**config.mk**
```make
export PLATFORM = sky130hd
export DESIGN_NAME = alu_sum_stage
export DESIGN_NICKNAME = d
export VERILOG_FILES = /design/src/rtl/alu_pkg.sv /design/src/rtl/alu_result_queue.sv /design/src/rtl/alu_sum_stage.sv
export SDC_FILE = /design/constraint.sdc
export NUM_CORES = 1
export LEC_CHECK = 0
export CAP_MARGIN = 20
export CELL_PAD_IN_SITES_DETAIL_PLACEMENT = 0
export CELL_PAD_IN_SITES_GLOBAL_PLACEMENT = 1
export CORE_UTILIZATION = 40
export CTS_BUF_LIST = sky130_fd_sc_hd__clkbuf_8
export CTS_CLUSTER_SIZE = 12
export DETAILED_ROUTE_END_ITERATION = 7
export PLACE_DENSITY_LB_ADDON = 0.1
export SETUP_SLACK_MARGIN = 0.15
export SYNTH_ARGS = -nofsm -noshare
export SYNTH_HDL_FRONTEND = slang
export SYNTH_SLANG_ARGS = --single-unit
```
**constraint.sdc**
```tcl
create_clock -name alu_clk -period 6.1 [get_ports alu_clk]
set_input_delay 0.915 -clock alu_clk [delete_from_list [all_inputs] [get_ports alu_clk]]
set_output_delay 0.915 -clock alu_clk [all_outputs]
set_load 0.02 [all_outputs]
```
**src/rtl/alu_pkg.sv**
```systemverilog
// alu_pkg: shared ALU encodings for the logic units and the sum stage
package alu_pkg;
  typedef enum logic [1:0] {
    CIN_ZERO  = 2'b00,
    CIN_ONE   = 2'b01,
    CIN_FLAG  = 2'b10,
    CIN_NFLAG = 2'b11
  } cin_mode_e;
  localparam int FLAG_Z = 3;
  localparam int FLAG_C = 2;
  localparam int FLAG_N = 1;
  localparam int FLAG_V = 0;
  typedef enum logic [2:0] {
    OP_AND  = 3'd0,
    OP_OR   = 3'd1,
    OP_XOR  = 3'd2,
    OP_NOT  = 3'd3,
    OP_PASS = 3'd4,
    OP_ZERO = 3'd5
  } alu_op_e;
endpackage

```
**src/rtl/alu_result_queue.sv**
```systemverilog
// alu_result_queue: 2-entry result FIFO with a registered head
module alu_result_queue
  import alu_pkg::*;
#(
  parameter int WIDTH = 8,
  parameter int DEPTH = 2
) (
  input  logic             alu_clk,
  input  logic             alu_rst_n,
  input  logic             wr_en,
  input  logic [WIDTH-1:0] wr_data,
  input  logic             rd_en,
  output logic [WIDTH-1:0] result,
  output logic             result_valid,
  output logic [1:0]       occupancy
);
  logic [WIDTH-1:0] mem [DEPTH];
  logic wr_ptr, rd_ptr, rd_ptr_nxt, pop;
  logic [1:0] occ_nxt;
  assign pop = rd_en && occupancy != 2'd0;
  assign rd_ptr_nxt = rd_ptr ^ pop;
  assign occ_nxt = occupancy + 2'(wr_en) - 2'(pop);
  // storage needs no reset; validity is tracked by occupancy
  always_ff @(posedge alu_clk)
    if (wr_en) mem[wr_ptr] <= wr_data;
  // pointers, occupancy and the head register; a write landing on the new head bypasses storage
  always_ff @(posedge alu_clk) begin
    if (!alu_rst_n) begin
      wr_ptr       <= 1'b0;
      rd_ptr       <= 1'b0;
      occupancy    <= 2'd0;
      result       <= '0;
      result_valid <= 1'b0;
    end else begin
      if (wr_en) wr_ptr <= ~wr_ptr;
      rd_ptr       <= rd_ptr_nxt;
      occupancy    <= occ_nxt;
      result_valid <= occ_nxt != 2'd0;
      if (occ_nxt != 2'd0) result <= (wr_en && wr_ptr == rd_ptr_nxt) ? wr_data : mem[rd_ptr_nxt];
    end
  end
endmodule

```
**src/rtl/alu_sum_stage.sv**
```systemverilog
// alu_sum_stage: adds the two logic-unit terms, updates flags, queues results
module alu_sum_stage
  import alu_pkg::*;
#(
  parameter int WIDTH = 8,
  parameter int DEPTH = 2
) (
  input  logic             alu_clk,
  input  logic             alu_rst_n,
  input  logic             issue_valid,
  output logic             issue_ready,
  input  logic [1:0]       carry_mode,
  input  logic             flags_we,
  input  logic [WIDTH-1:0] lhs_term,
  input  logic [WIDTH-1:0] rhs_term,
  output logic [WIDTH-1:0] result,
  output logic             result_valid,
  input  logic             result_ready,
  output logic             flag_z,
  output logic             flag_c,
  output logic             flag_n,
  output logic             flag_v
);
  logic inflight_v, fwe_q, pop, cin;
  cin_mode_e mode_q;
  logic [3:0] flags, flags_nxt;
  logic [1:0] occ;
  logic [2:0] slots;
  logic [WIDTH:0] sum;
  assign pop = result_valid && result_ready;
  assign slots = 3'(occ) + 3'(inflight_v) - 3'(pop);
  assign issue_ready = alu_rst_n && slots < 3'd2;
  assign sum = {1'b0, lhs_term} + {1'b0, rhs_term} + {{WIDTH{1'b0}}, cin};
  assign {flag_z, flag_c, flag_n, flag_v} = {flags[FLAG_Z], flags[FLAG_C], flags[FLAG_N], flags[FLAG_V]};
  // carry-in uses the live C flag so chained add-with-carry sees the previous op's update
  always_comb begin
    cin = mode_q == CIN_ONE ? 1'b1 : mode_q == CIN_FLAG ? flags[FLAG_C] : mode_q == CIN_NFLAG ? ~flags[FLAG_C] : 1'b0;
    flags_nxt = '0;
    flags_nxt[FLAG_Z] = sum[WIDTH-1:0] == '0;
    flags_nxt[FLAG_C] = sum[WIDTH];
    flags_nxt[FLAG_N] = sum[WIDTH-1];
    flags_nxt[FLAG_V] = lhs_term[WIDTH-1] == rhs_term[WIDTH-1] && sum[WIDTH-1] != lhs_term[WIDTH-1];
  end
  // in-flight stage and architectural flags
  always_ff @(posedge alu_clk) begin
    if (!alu_rst_n) begin
      inflight_v <= 1'b0;
      fwe_q      <= 1'b0;
      mode_q     <= CIN_ZERO;
      flags      <= '0;
    end else begin
      inflight_v <= issue_valid && issue_ready;
      if (issue_valid && issue_ready) begin
        mode_q <= cin_mode_e'(carry_mode);
        fwe_q  <= flags_we;
      end
      if (inflight_v && fwe_q) flags <= flags_nxt;
    end
  end
  // a capture must always find a free slot
  always_ff @(posedge alu_clk)
    if (alu_rst_n && inflight_v) assert (occ != 2'd2 || pop);
  alu_result_queue #(.WIDTH(WIDTH), .DEPTH(DEPTH)) u_queue (
    .alu_clk     (alu_clk),
    .alu_rst_n   (alu_rst_n),
    .wr_en       (inflight_v),
    .wr_data     (sum[WIDTH-1:0]),
    .rd_en       (pop),
    .result      (result),
    .result_valid(result_valid),
    .occupancy   (occ)
  );
endmodule

```
==> results of run 1 <==
worst min path at each step:
stage                        endpoint  slack (ps)  depth (start not counted)
finish              u_queue.result[2]         450                          2
global route        u_queue.result[5]         490                          2
CTS                 u_queue.result[6]         460                          2
detailed placement  u_queue.result[2]         440                          2
global placement    u_queue.result[1]         430                          2
floorplan                   mode_q[1]         440                          2
metal layers:
metal | vias up | share of wire | global-route usage
li1 | 827 | - | -
met1 | 747 | 0.46 | 0.2268
met2 | 47 | 0.47 | 0.2966
met3 | 7 | 0.050 | 0.04801
met4 | 0 | 0.014 | 0.05769
met5 | - | 0 | 0
cell usage in the layout (no fill, tap or decap), types with 3 or more instances in the layout:
cell             count
nand2b_1            10
nor2b_1              5
nand2_1             20
nand3_1             12
clkdlybuf4s50_1     36
and2_1               6
a21boi_1             6
ha_1                10
nor2_1               5
a21oi_1             14
fa_1                 3
a221oi_1             3
o31ai_1              4
inv_1                8
nor3b_1              3
o211ai_1             5
edfxtp_1            16
o21ai_1              7
nor3_1               3
xnor2_1              4
o21ai_0              4
clkbuf_8             5
dfxtp_1             21
mux2i_1              3
per-stage QoR:
stage	cells	utilization	instance area, um^2	hold slack [ps]
floorplan	207	-	2056	435.3
global placement	302	0.5076	2461	433.6
detailed placement	302	0.5076	2461	441.7
CTS	310	0.5246	2544	457.2
global route	310	0.5246	2544	485.3
finish	310	0.5246	2544	452.3
state kept, by name (all words and copies together) (netlist names):
| name | count |
|---|---|
| u_queue.occupancy | 2 |
| u_queue.result | 8 |
| u_queue.result_valid | 1 |
| u_queue.wr_ptr | 1 |
| fwe_q | 1 |
| u_queue.mem | 16 |
| u_queue.rd_ptr | 1 |
| inflight_v | 1 |
| mode_q | 2 |
| flags | 4 |
worst min-delay path, stage by stage, from the launching register on:
cell     delay [ps]
dfxtp_1         330
nand2_1          50
o31ai_1          50
cells by family after synthesis:
| group | count (synthesis) | share of synthesized area |
|---|---|---|
| and+or+nand+nor | 73 | 0.1887 |
| AOI/OAI and AO/OA | 55 | 0.1838 |
| DFF | 37 | 0.4382 |
| buffers and inverters | 17 | 0.03713 |
| adders and majority gates | 13 | 0.09008 |
| xor gates and xnor gates | 7 | 0.03652 |
| muxes | 5 | 0.02556 |
where the power goes:
part / switching [mW] / internal (mW) / leakage, nW / total, mW
combinational: 0.187 / 0.157 / 0.568 / 0.343
clock: 0.0835 / 0.0775 / 0.0491 / 0.161
sequential: 0.0415 / 0.321 / 0.317 / 0.363
area by class of cell:
class	count	share of cell area
clock buffers	5	0.02705
flip-flops and latches	37	0.3542
repair buffers	37	0.1446
well taps	67	0.03296
multi-input cells	153	0.4240
inverters	8	0.01181
clock inverters	3	0.005411
==> flow_summary.json, run 1 <==
{
  "status": "completed",
  "worstMarginPinSlew_ps": 930.6,
  "path_max_fanout": 5,
  "fmax_mhz": 235.0,
  "finalCritPeriodShare": 0.6976,
  "period_minus_slack_ps": 4255,
  "required_ps": 5180,
  "critPathSlowestCell": "clkdlybuf4s50_1",
  "slew_headroom": 0.3784,
  "worstSetupStartpoint": "result_ready",
  "max-vdd-ir-drop_mv": 0.1264,
  "yosysTopAreaCellShare": 0.2337,
  "r2r_cells": 9,
  "die_h_um": 73.69,
  "r2r_start": "flags[2]",
  "routabilityCongestion": 0.8852,
  "htreeDepth": 2,
  "r2r-end": "flags[3]",
  "syn-num-nets": 243,
  "critical-path-top-delay-family": "buffers and inverters",
  "routed_wl_mm": 4.398,
  "drt-initial-drc-count": 100,
  "ys_seq_area_frac": 0.4382,
  "core_area_mm2": 0.004848,
  "hp-class": "flop to flop",
  "grt_antenna_before_repair": 0,
  "cp_cell_sequence": "clkdlybuf4s50_1, and2_1, ha_1, nand2b_1, fa_1, xnor2_1, and3_1, clkdlybuf4s50_1",
  "cts_tree": "done",
  "synth.avg_cell_area_um2": 9.931,
  "synth_edf_count": 16,
  "vias": 1628,
  "grt_max_degree": 22,
  "total_power_uw": 867.4,
  "finalWorstSetupSlack_ps": 1845,
  "syn_area_mm2": 0.002056,
  "dr.pass1.iters": 4,
  "nNetsFinal": 278,
  "overflow": 0,
  "synth_ff_type": "dfxtp_1",
  "hp-start": "u_queue.result[2]",
  "post-synth-top-count-cell": "dfxtp_1",
  "diodes": 0,
  "yosys.cell_types.count": 49,
  "hold_buffers": 0,
  "finalHoldViolations": 0,
  "cap_violations": 0,
  "fillers": 451,
  "multiInputGateArea_mm2": 0.001079,
  "crit_path_frequent_cell": "clkdlybuf4s50_1",
  "numCtsBuffers": 5,
  "grt_pass1_wl_mm": 7.155,
  "die_w_um": 73.69,
  "cp-start-kind": "primary input",
  "ioPinCount": 37,
  "critical_path_class": "primary input to primary output",
  "routed_via_density": 5.252,
  "finalSetupTns_ps": 0,
  "grt_pass1_vias": 1535,
  "reg2reg_slack_ps": 3220,
  "area_growth_pct": 23.74,
  "cp.arrival_ps": 3340,
  "postSynth.asyncResetShare": 0,
  "drc": 0,
  "endpoint": "issue_ready",
  "p_per_area_mw_per_mm2": 341.0,
  "synthCells": 207,
  "rsz0062_at_grt": "no",
  "fin_skew_ps": 3.211,
  "start_util": 0.4240,
  "synthTopCellsByCount": "dfxtp_1 (21), nand2_1 (20), edfxtp_1 (16)",
  "cts_resized": 0,
  "leakagePower_nw": 0.9344,
  "cp_num_buf_inv": 2,
  "drv_slew": 0,
  "yosysWarningCount": 0,
  "cts.sinks": 37,
  "crit_path_max_incr_delay_ps": 640,
  "die_area_mm2": 0.005430,
  "cts_root_buf": "clkbuf_8",
  "synth_area_leaders": "edfxtp_1 (23%), dfxtp_1 (20%), ha_1 (6.1%)",
  "ff_latch_area_um2": 900.9,
  "post-place-ws_ps": 1840,
  "clock_latency_ps": 280,
  "dp_hpwl_mm": 3.273,
  "synth_top_cell_by_area": "edfxtp_1",
  "clk_path_buf_depth": 2,
  "port_buffers": 36,
  "setup_violations": 0,
  "avgRoutedWirePerCell_um": 14.19,
  "drive_gt1_frac": 0.06584,
  "crit_path_end_kind": "primary output",
  "clkTransAtPathRegs_ps": 70,
  "cts_setup_buffers": 0,
  "rows": 25,
  "track_usage": 0.1793,
  "cp.depth": 8,
  "yosys_register_bits": 37,
  "ant_nets": 0
}
Note: power is estimated with default switching activity, not from simulation.
==> inputs of run 2 (changes only) <==
==> constraint.sdc (replaced) <==
create_clock -name alu_clk -period 4.1 [get_ports alu_clk]
set_input_delay 0.615 -clock alu_clk [delete_from_list [all_inputs] [get_ports alu_clk]]
set_output_delay 0.615 -clock alu_clk [all_outputs]
set_load 0.02 [all_outputs]
==> flow_summary.json, run 2 (same netlist as run 1, synthesis figures left out) <==
{
  "status": "completed",
  "r2r_start": "flags[2]",
  "dp_hpwl_mm": 3.365,
  "die_area_mm2": 0.005430,
  "fmax_mhz": 275.3,
  "cp_cell_sequence": "clkdlybuf4s50_1, and2_1, ha_1, nand2b_1, fa_1, xnor2_1, and3_1, clkdlybuf4s50_1",
  "routed_wl_mm": 4.447,
  "hold_end": "u_queue.result[1]",
  "grt_antenna_before_repair": 0,
  "crit_path_end_kind": "primary output",
  "r2r-end": "flags[3]",
  "cts.sinks": 37,
  "top_register": "u_queue.mem",
  "vias": 1631,
  "r2r_cells": 9,
  "cp.arrival_ps": 3020,
  "routabilityCongestion": 0.8677,
  "cts_setup_buffers": 0,
  "port_buffers": 36,
  "period_minus_slack_ps": 3633,
  "hold_slack_ps": 451.4,
  "dr.pass1.iters": 4,
  "clkTransAtPathRegs_ps": 70,
  "core_area_mm2": 0.004848,
  "cap_violations": 0,
  "drive_gt1_frac": 0.07317,
  "setup_violations": 0,
  "rows": 25,
  "clk_path_buf_depth": 2,
  "die_h_um": 73.69,
  "hp-start": "u_queue.result[1]",
  "slew_headroom": 0.4416,
  "diodes": 0,
  "fin_skew_ps": 9.207,
  "crit_path_frequent_cell": "clkdlybuf4s50_1",
  "die_w_um": 73.69,
  "routed_via_density": 5.211,
  "ioPinCount": 37,
  "final_common_cell": "clkdlybuf4s50_1",
  "hold_buffers": 0,
  "crit_path_max_incr_delay_ps": 630,
  "worstMarginPinSlew_ps": 831.7,
  "reg2reg_slack_ps": 1270,
  "htreeDepth": 2,
  "track_usage": 0.1888,
  "finalSetupTns_ps": 0,
  "worstHoldPathCells": 2,
  "numCtsBuffers": 5,
  "drt-initial-drc-count": 60,
  "top_regs": "u_queue.mem: 16 flops, u_queue.result: 8 flops, flags: 4 flops",
  "post-place-ws_ps": 474.7,
  "path_max_fanout": 5,
  "avgRoutedWirePerCell_um": 14.21,
  "drc": 0,
  "mostFrequentLayoutCells": "clkdlybuf4s50_1 (36), dfxtp_1 (21), nand2_1 (20)",
  "required_ps": 3480,
  "grt_max_degree": 21,
  "finalHoldViolations": 0,
  "cts_root_buf": "clkbuf_8",
  "fin_area_mm2": 0.002574,
  "finalWorstSetupSlack_ps": 466.9,
  "total_power_mw": 1.319,
  "grt_pass1_vias": 1671,
  "area_growth_pct": 25.20,
  "clock_latency_ps": 280,
  "p_per_area_mw_per_mm2": 512.4,
  "drv_slew": 0,
  "leakagePower_nw": 0.9544,
  "critPathSlowestCell": "clkdlybuf4s50_1",
  "largest_reg_flops": 16,
  "finalCritPeriodShare": 0.8861,
  "overflow": 0,
  "cp-start-kind": "primary input",
  "max-vdd-ir-drop_mv": 0.2142,
  "critical_path_class": "primary input to primary output",
  "nNetsFinal": 281,
  "rsz0062_at_grt": "no",
  "hp-class": "flop to flop",
  "cts_tree": "done",
  "start_util": 0.4240,
  "ant_nets": 0,
  "placed_area_mm2": 0.002484,
  "cts_resized": 0,
  "grt_pass1_wl_mm": 7.638
}
-- run 2: where the power goes --
part | total, mW | switching, mW | internal [mW] | leakage (nW)
Combinational | 0.542 | 0.301 | 0.241 | 0.583
Sequential | 0.523 | 0.0452 | 0.478 | 0.317
Clock | 0.253 | 0.121 | 0.132 | 0.0538
Total | 1.32 | 0.467 | 0.851 | 0.954
-- run 2: worst max path at each step --
| stage | start | to | cells past startpoint |
|---|---|---|---|
| finish | result_ready | issue_ready | 8 |
| global route | result_ready | issue_ready | 8 |
| CTS | result_ready | issue_ready | 8 |
| detailed placement | result_ready | issue_ready | 8 |
| global placement | result_ready | issue_ready | 8 |
| floorplan | lhs_term[0] | flags[3] | 7 |
-- run 2: metrics by stage --
stage | cells | util
final | 313 | 0.5308
after global routing | 313 | 0.5308
after CTS | 313 | 0.5308
after detailed placement | 305 | 0.5123
after global placement | 305 | 0.5123
after floorplan | 207 | -
-- run 2: layer usage --
metal | vias to the layer above | GRT usage | part of all wire
met5 | - | 0 | 0
met4 | 0 | 0.1132 | 0.030
met3 | 11 | 0.04252 | 0.042
met2 | 50 | 0.3028 | 0.47
met1 | 739 | 0.2308 | 0.46
li1 | 831 | - | -
-- run 2: final cells by class --
cell class | instances | area, um^2
Inverter | 8 | 30.03
Timing Repair Buffer | 40 | 390.4
Clock inverter | 2 | 7.507
Multi-Input combinational cell | 153 | 1079
Fill cell | 451 | 2275
Clock buffer | 6 | 82.58
Tap cell | 67 | 83.83
Sequential cell | 37 | 900.9
-- run 2: critical path: cells and delay by family --
family / cells / cell delay [ps]
xor+xnor: 1 / 140
fa+ha+maj: 2 / 630
buf+inv: 2 / 1060
simple gates: 3 / 560
